File: src/rtl/pwrx_pkg.sv
// rtl/pwrx_pkg.sv - shared types and defaults for the pulse-width receiver
package pwrx_pkg;

  typedef enum logic [1:0] {
    IDLE = 2'd0,
    HIGH = 2'd1,
    LOW  = 2'd2
  } pwrx_state_t;

  localparam int DEF_MSG_BITS     = 24;
  localparam int DEF_CNT_W        = 7;
  localparam int DEF_ONE_THRESH   = 26;
  localparam int DEF_MIN_PULSE    = 4;
  localparam int DEF_IDLE_TIMEOUT = 100;

  function automatic int bc_width(input int msg_bits);
    return $clog2(msg_bits + 1);
  endfunction

endpackage

File: src/rtl/pwrx_sync_edge.sv
// rtl/pwrx_sync_edge.sv - two-flop synchronizer with rise/fall strobes
module pwrx_sync_edge
  import pwrx_pkg::*;
(
  input  logic clock,
  input  logic reset,
  input  logic neo_in,
  output logic line,
  output logic rise,
  output logic fall
);

  logic meta;
  logic sync;
  logic prev;

  always_ff @(posedge clock) begin
    if (reset) begin
      meta <= 1'b0;
      sync <= 1'b0;
      prev <= 1'b0;
    end else begin
      meta <= neo_in;
      sync <= meta;
      prev <= sync;
    end
  end

  assign line = sync;
  assign rise = sync & ~prev;
  assign fall = ~sync & prev;

endmodule

File: src/rtl/pwrx_receiver.sv
// rtl/pwrx_receiver.sv - pulse-width serial receiver with holding buffer
// Optional trailing even-parity pulse enabled by PWRX_PARITY_EN.
module pwrx_receiver
  import pwrx_pkg::*;
#(
  parameter int MSG_BITS     = DEF_MSG_BITS,
  parameter int CNT_W        = DEF_CNT_W,
  parameter int ONE_THRESH   = DEF_ONE_THRESH,
  parameter int MIN_PULSE    = DEF_MIN_PULSE,
  parameter int IDLE_TIMEOUT = DEF_IDLE_TIMEOUT
) (
  input  logic                          clock,
  input  logic                          reset,
  input  logic                          neo_in,
  output logic [MSG_BITS-1:0]           msg_data,
  output logic                          msg_valid,
  input  logic                          msg_ack,
  output logic [bc_width(MSG_BITS)-1:0] bit_count,
  output logic                          busy,
  output logic                          frame_err,
  output logic                          overrun,
  output logic                          parity_err
);

  localparam int BC_W = bc_width(MSG_BITS);

  logic line;
  logic rise;
  logic fall;

  pwrx_sync_edge u_sync (
    .clock  (clock),
    .reset  (reset),
    .neo_in (neo_in),
    .line   (line),
    .rise   (rise),
    .fall   (fall)
  );

  pwrx_state_t         state;
  logic [CNT_W-1:0]    cnt;
  logic [MSG_BITS-1:0] shreg;
  logic [BC_W-1:0]     bc;

  logic                new_bit;
  logic                pulse_ok;
  logic                last_bit;
  logic                word_ok;
  logic [MSG_BITS-1:0] shifted;
  logic [MSG_BITS-1:0] word;

  always_comb begin
    new_bit  = cnt > CNT_W'(ONE_THRESH);
    pulse_ok = cnt >= CNT_W'(MIN_PULSE);
    shifted  = (shreg << 1) | MSG_BITS'(new_bit);
`ifdef PWRX_PARITY_EN
    // The data word is already complete; the final pulse only carries parity.
    last_bit = bc == BC_W'(MSG_BITS);
    word     = shreg;
    word_ok  = ((^shreg) ^ new_bit) == 1'b0;
`else
    last_bit = bc == BC_W'(MSG_BITS - 1);
    word     = shifted;
    word_ok  = 1'b1;
`endif
  end

  always_ff @(posedge clock) begin
    if (reset) begin
      cnt <= '0;
    end else if (rise || fall) begin
      cnt <= '0;
    end else if (cnt != '1) begin
      cnt <= cnt + CNT_W'(1);
    end
  end

  always_ff @(posedge clock) begin
    if (reset) begin
      state      <= IDLE;
      shreg      <= '0;
      bc         <= '0;
      msg_data   <= '0;
      msg_valid  <= 1'b0;
      frame_err  <= 1'b0;
      overrun    <= 1'b0;
      parity_err <= 1'b0;
    end else begin
      frame_err  <= 1'b0;
      parity_err <= 1'b0;
      if (msg_ack && msg_valid) begin
        msg_valid <= 1'b0;
        overrun   <= 1'b0;
      end
      case (state)
        IDLE: begin
          if (rise) state <= HIGH;
        end
        HIGH: begin
          if (fall) begin
            if (!pulse_ok) begin
              state <= (bc == '0) ? IDLE : LOW;
            end else if (last_bit) begin
              shreg <= '0;
              bc    <= '0;
              state <= IDLE;
              // A same-cycle ack frees the buffer for the new word.
              if (!word_ok) begin
                parity_err <= 1'b1;
              end else if (!msg_valid || msg_ack) begin
                msg_data  <= word;
                msg_valid <= 1'b1;
              end else begin
                overrun <= 1'b1;
              end
            end else begin
              shreg <= shifted;
              bc    <= bc + BC_W'(1);
              state <= LOW;
            end
          end
        end
        LOW: begin
          if (rise) begin
            state <= HIGH;
          end else if (cnt >= CNT_W'(IDLE_TIMEOUT)) begin
            frame_err <= 1'b1;
            shreg     <= '0;
            bc        <= '0;
            state     <= IDLE;
          end
        end
        default: state <= IDLE;
      endcase
    end
  end

  assign bit_count = bc;
  assign busy      = (bc != '0) || line;

endmodule
File: config.mk
export PLATFORM = sky130hd
export DESIGN_NAME = pwrx_receiver
export DESIGN_NICKNAME = d
export VERILOG_FILES = /design/src/rtl/pwrx_pkg.sv /design/src/rtl/pwrx_sync_edge.sv /design/src/rtl/pwrx_receiver.sv
export SDC_FILE = /design/constraint.sdc
export NUM_CORES = 1
export LEC_CHECK = 0
export ABC_AREA = 1
export BUFFER_PORTS_ARGS = -buffer_cell sky130_fd_sc_hd__buf_2
export CAP_MARGIN = 20
export CORE_ASPECT_RATIO = 0.5
export CORE_MARGIN = 1
export CORE_UTILIZATION = 57
export CTS_BUF_LIST = sky130_fd_sc_hd__clkbuf_8 sky130_fd_sc_hd__clkbuf_16
export CTS_CLUSTER_DIAMETER = 100
export DETAILED_ROUTE_END_ITERATION = 8
export PLACE_DENSITY = 0.79
export SKIP_CTS_REPAIR_TIMING = 1
export SLEW_MARGIN = 20
export SYNTH_ARGS = -nofsm -noshare
export SYNTH_HDL_FRONTEND = slang
export SYNTH_SLANG_ARGS = --single-unit
File: constraint.sdc
create_clock -name clock -period 1.95 [get_ports clock]
set_clock_uncertainty 0.05 [all_clocks]
set_input_delay 0.195 -clock clock [delete_from_list [all_inputs] [get_ports clock]]
set_output_delay 0.195 -clock clock [all_outputs]
set_load 0.01 [all_outputs]
After elaboration in Yosys (flattened, before gate mapping)

Cells that the tools add are included.

Flip-flop bits (word level): 67
Input bits: 4
Output and inout port bits: 34
Word-level logic and storage cells: 79

$add $sub $neg: 2
Order comparisons: 3
Equality and inequality tests: 10
Mux-type cells: 33
Bitwise gates (word level): 6
Reductions and logical operators: 14

Operator list:

| operator                                                                         | count |
|---|---|
| 23-bit two-way mux                                                               | 5 |
| 23-bit one-hot mux with 2 select lines                                           | 1 |
| 5-bit two-way mux                                                                | 5 |
| 24-bit by 1-bit bitwise OR with 24-bit output                                    | 1 |
| 2-bit two-way mux                                                                | 7 |
| 1-bit two-way mux                                                                | 13 |
| 2-bit != test (second input constant)                                            | 5 |
| 5-bit one-hot mux with 2 select lines                                            | 1 |
| 5-bit AND reduction                                                              | 2 |
| 7-bit by 1-bit adder with 7-bit output (second input constant)                   | 1 |
| 7-bit by 3-bit >= comparator with 1-bit output (second input constant)           | 1 |
| 7-bit >= comparator (second input constant)                                      | 1 |
| 7-bit by 5-bit greater-than comparator with 1-bit output (second input constant) | 1 |
| 7-bit != test (second input constant)                                            | 1 |
| 2-bit one-hot mux with 3 select lines                                            | 1 |
| 5-bit by 1-bit adder with 5-bit output (second input constant)                   | 1 |
| 5-bit equality test (second input constant)                                      | 1 |
| 5-bit logical NOT                                                                | 1 |
| 5-bit nonzero test                                                               | 1 |
| 1-bit logical OR                                                                 | 3 |
| 3-bit != test (second input constant)                                            | 1 |
| 1-bit inverter                                                                   | 3 |
| 3-bit AND reduction                                                              | 1 |
| 3-bit OR reduction                                                               | 1 |
| other kinds (8)                                                                  | 9 |

Depth between registers and ports, before layout

Word-level depth: 7
Depth in mapped cells: 11
Mapped depth without buffers: 11

Cells and area by module

From an unflattened synthesis, not the netlist that was laid out.

Cell total of the unflattened synthesis: 455
Area, all modules: 3116.7 sq um

By module, submodules not included:

| module         | times used | cells each | area an instance (sq um) |
|---|---|---|---|
| pwrx_receiver  | 1          | 443        | 3022.9 |
| pwrx_sync_edge | 1          | 12         | 93.8 |

Worst setup path after synthesis

Ideal clock, no wire load.

Path type: register to register
Start: register bc[1], in the netlist bit_count[1]
End: register msg_data[0]
Setup time: 113 ps
Arrival time: 1418 ps
Slack: 369 ps
Stages on the path, launching flop included: 9
Path buffers: 2
Clock period less this slack: 1581 ps
Path through: dfxtp_1 > ha_1 > nand3_2 > nor2_4 > nand4_1 > buf_4 > buf_6 > nor2_1 > nor2_1

Longest elaborated chain between the ends: 2

Ends and longest elaborated chain:

| what                          | RTL line             | text |
|---|---|---|
| start, declared               | pwrx_receiver.sv:43  | `logic [BC_W-1:0] bc;` |
| start signal, assigned        | pwrx_receiver.sv:118 | `bc <= bc + BC_W'(1);` |
| 5-bit equality test           | pwrx_receiver.sv:62  | `last_bit = bc == BC_W'(MSG_BITS - 1);` |
| 5-bit AND reduction (no line) | --                   |  |
| end signal, assigned          | pwrx_receiver.sv:111 | `msg_data <= word;` |
| end, declared                 | pwrx_receiver.sv:15  | `output logic [MSG_BITS-1:0] msg_data,` |

Every way passes these cells.
A chain may end at the register's enable or synchronous reset.

Worst setup path in the final report

Start: register u_sync.sync, in the netlist u_sync.line
End: register shreg[4]

Longest elaborated chain between the ends: 4
Elaborated cells on any way between the ends: 6

Ends and longest elaborated chain:

| what                            | RTL line             | text |
|---|---|---|
| start, declared                 | pwrx_sync_edge.sv:14 | `logic sync;` |
| start signal, assigned          | pwrx_sync_edge.sv:24 | `sync <= meta;` |
| 1-bit inverter                  | pwrx_sync_edge.sv:31 | `assign fall = ~sync & prev;` |
| 1-bit bitwise AND               | pwrx_sync_edge.sv:31 |  |
| 2-bit != test (no line)         | --                   |  |
| 5-bit AND reduction (no line) * | --                   |  |
| end signal, assigned            | pwrx_receiver.sv:117 | `shreg <= shifted;` |
| end, declared                   | pwrx_receiver.sv:42  | `logic [MSG_BITS-1:0] shreg;` |

Every way passes the cells marked *; elsewhere a longest branch is shown, timed or not.

==> flow_summary_export.csv <==
group,metric,value,unit
yosys,synth_compound_area_share,6.77,%
cells_and_area,postLayoutCellArea,3480,um2
setup_path,cp.arrival,1.93,ns
timing,slew_viol_final,0,
yosys,synth_commonest_cells,"nand2_1 (127), nor2_1 (95), dfxtp_1 (67), inv_1 (48), nand3_1 (36)",
power_and_ir_drop,p_leak,1.79,nW
timing,slew_headroom,62.2,%
clocking,cts_sinks,67,
placed_design,place_inst,547,
yosys,async_flop_share,0,%
global_route,grt_pass1_vias,2230,
global_route,track_usage,21.7,%
setup_path,cp-end-kind,"flip-flop",
clocking,cts_tree,"done",
placed_design,io_buffer_count,36,
die,rows,18,
timing,fin_crit_sh,89.7,%
yosys,synthXorXnorAreaFrac,0.574,%
setup_path,critPathBufInv,3,
power_and_ir_drop,total_power,2.58,mW
clocking,cts_root_buffer,"clkbuf_8",
yosys,synth_simple_gate_area_share,35.9,%
yosys,synth_mux_area_share,0,%
die,die_w,105,um
yosys,syn_area,3050,um2
timing,whs,0.0760,ns
route,drc,0,
power_and_ir_drop,powerDensity,741,nW/um2
placed_design,dp_hpwl,3500,um
yosys,ys_top_cells_by_area,"dfxtp_1 (44%), nand2_1 (16%), nor2_1 (12%)",
min_path,hold_path.class,"input pin to flip-flop",
timing,tightest_slew,0.566,ns
setup_path,crit_type,"flip-flop to flip-flop",
setup_path,cp_top_family,"simple AND/OR/NAND/NOR gates",
yosys,synth_nets,469,
outcome,outcome,"completed",
cells_and_area,area_delta_synth_final,14.1,%
die,start_util,60.5,%
timing,setup_ws,0.200,ns
die,core_region_area,5040,um2
yosys,synth_top_area_share,44.0,%
setup_path,critPathMaxFanout,46,
yosys,synth-seq-area-share,44.0,%
clocking,htree_levels,3,
setup_path,max_stage_delay,0.31,ns
cells_and_area,fin_cells,564,
clocking,path_clk_slew,0.07,ns
route,num_vias,2712,
cells_and_area,final_nets,499,
die,die_area,5670,um2
yosys,synth_top_family_by_area,"simple AND/OR/NAND/NOR gates",
die,top_level_ports,38,
yosys,syn_inst,459,
timing,fin_tns_setup,0,ns
setup_path,worstPathCellList,"inv_1, ha_1, inv_1, nor2_1, nand2_1, nand2_2, buf_12, nand3_1, nand2_1, nor2_1",
route,drt_iter0_drc,117,
clocking,clockBufferDepth,2,
yosys,synthAdderAreaFrac,2.46,%
yosys,yosys_warnings,0,
yosys,yosysTopAreaCell,"dfxtp_1",
die,die_h,53.7,um
timing,setup_viol,0,
clocking,cts_buffers,9,
run,drv_cap,0,
setup_path,crit_path_start_kind,"flip-flop",
global_route,grt_max_degree,52,
route,drt-vias-per-instance,4.81,
yosys,yosysMostFrequentCell,"nand2_1",
global_route,antenna_found_initial,0,
route,routed_wl,5620,um
cells_and_area,diodes,0,
timing,max_freq,0.571,GHz
global_route,grt_pass1_wl,9460,um
yosys,synth_edf_count,0,
placed_design,place_area,3270,um2
yosys,ys_ff_latch,67,
route,wl_per_cell,9.97,um
setup_path,crit_slowest_cell,"dfxtp_1",
route,ant_nets,0,
cells_and_area,drive_gt1_share,13.0,%
power_and_ir_drop,max-vdd-ir-drop,0.500,mV
timing,min_period,1.75,ns
placed_design,gp_congestion,0.885,
timing,grt_setup_unrepaired,"false",
yosys,synthFlopType,"dfxtp_1",
global_route,overflow,0,
clocking,clock_latency,0.34,ns
cells_and_area,fin_util,69.0,%
route,first_pass_iters,4,
yosys,synth_area_per_cell,6.65,um2
timing,hold_violations,0,
placed_design,place_ws,0.00842,ns
yosys,synth.distinct_cells,25,
setup_path,cp.required,2.13,ns
## path summary, 6_finish.rpt
| path | from | endpoint | slack [ns] | cells after the start |
|---|---|---|---|---|
| worst max-delay path | u_sync.line | shreg[4] | 0.20 | 10 |
| worst min-delay path | msg_ack | overrun | 0.08 | 3 |
| worst min register to register | u_sync.meta | u_sync.line | 0.36 | 2 |
| worst max register to register | u_sync.line | shreg[4] | 0.20 | 10 |
## cells in the final DEF, fill, tap and decap left out, types with 2 or more instances in the layout
| cell | count |
|---|---|
| a21oi_1 | 34 |
| buf_12 | 3 |
| buf_2 | 36 |
| buf_4 | 3 |
| clkbuf_8 | 10 |
| clkinv_2 | 3 |
| dfxtp_1 | 67 |
| ha_1 | 6 |
| inv_1 | 49 |
| nand2_1 | 127 |
| nand3_1 | 36 |
| nand4_1 | 4 |
| nor2_1 | 95 |
| nor2_4 | 2 |
| o21ai_0 | 3 |
| or2_2 | 2 |
| xor2_1 | 2 |
## tightest hold or removal path, delay by kind of cell
kind / cells / cell delay (ns)
buf+inv: 1 / 0.09
compound gates: 2 / 0.14
## flip-flops by register name (all words and copies together) (netlist names)
register / flops
msg_data: 24
shreg: 23
cnt: 7
bit_count: 5
state: 2
frame_err: 1
msg_valid: 1
overrun: 1
u_sync.line: 1
u_sync.meta: 1
u_sync.prev: 1
## where the power goes
group          internal [mW]  total, mW  switching, mW
clock network          0.613       1.13          0.512
registers               1.38       1.39         0.0101
logic                 0.0236     0.0696         0.0460
total                   2.01       2.58          0.568
## per-layer routing
metal / GRT usage, % / vias up / wire [um]
li1: - / 1465 / -
met1: 25.3 / 1207 / 2830
met2: 38.7 / 38 / 2570
met3: 7.99 / 2 / 212
met4: 6.34 / 0 / 13
met5: 0 / - / 0
## cell type report
type | instances | area (um2)
flip-flops and latches | 67 | 1340
clock buffers | 10 | 138
clock inverters | 6 | 56.3
inverters | 49 | 184
multi-input cells | 319 | 1400
repair buffers | 43 | 273
fillers | 465 | 1560
well taps | 70 | 87.6
## cell families after synthesis
group	Yosys count
flops	67
fa+ha+maj	6
simple gates	270
buf+inv	73
other cells	1
xor+xnor	2
compound gates	40
(Power assumes the default switching activity.)
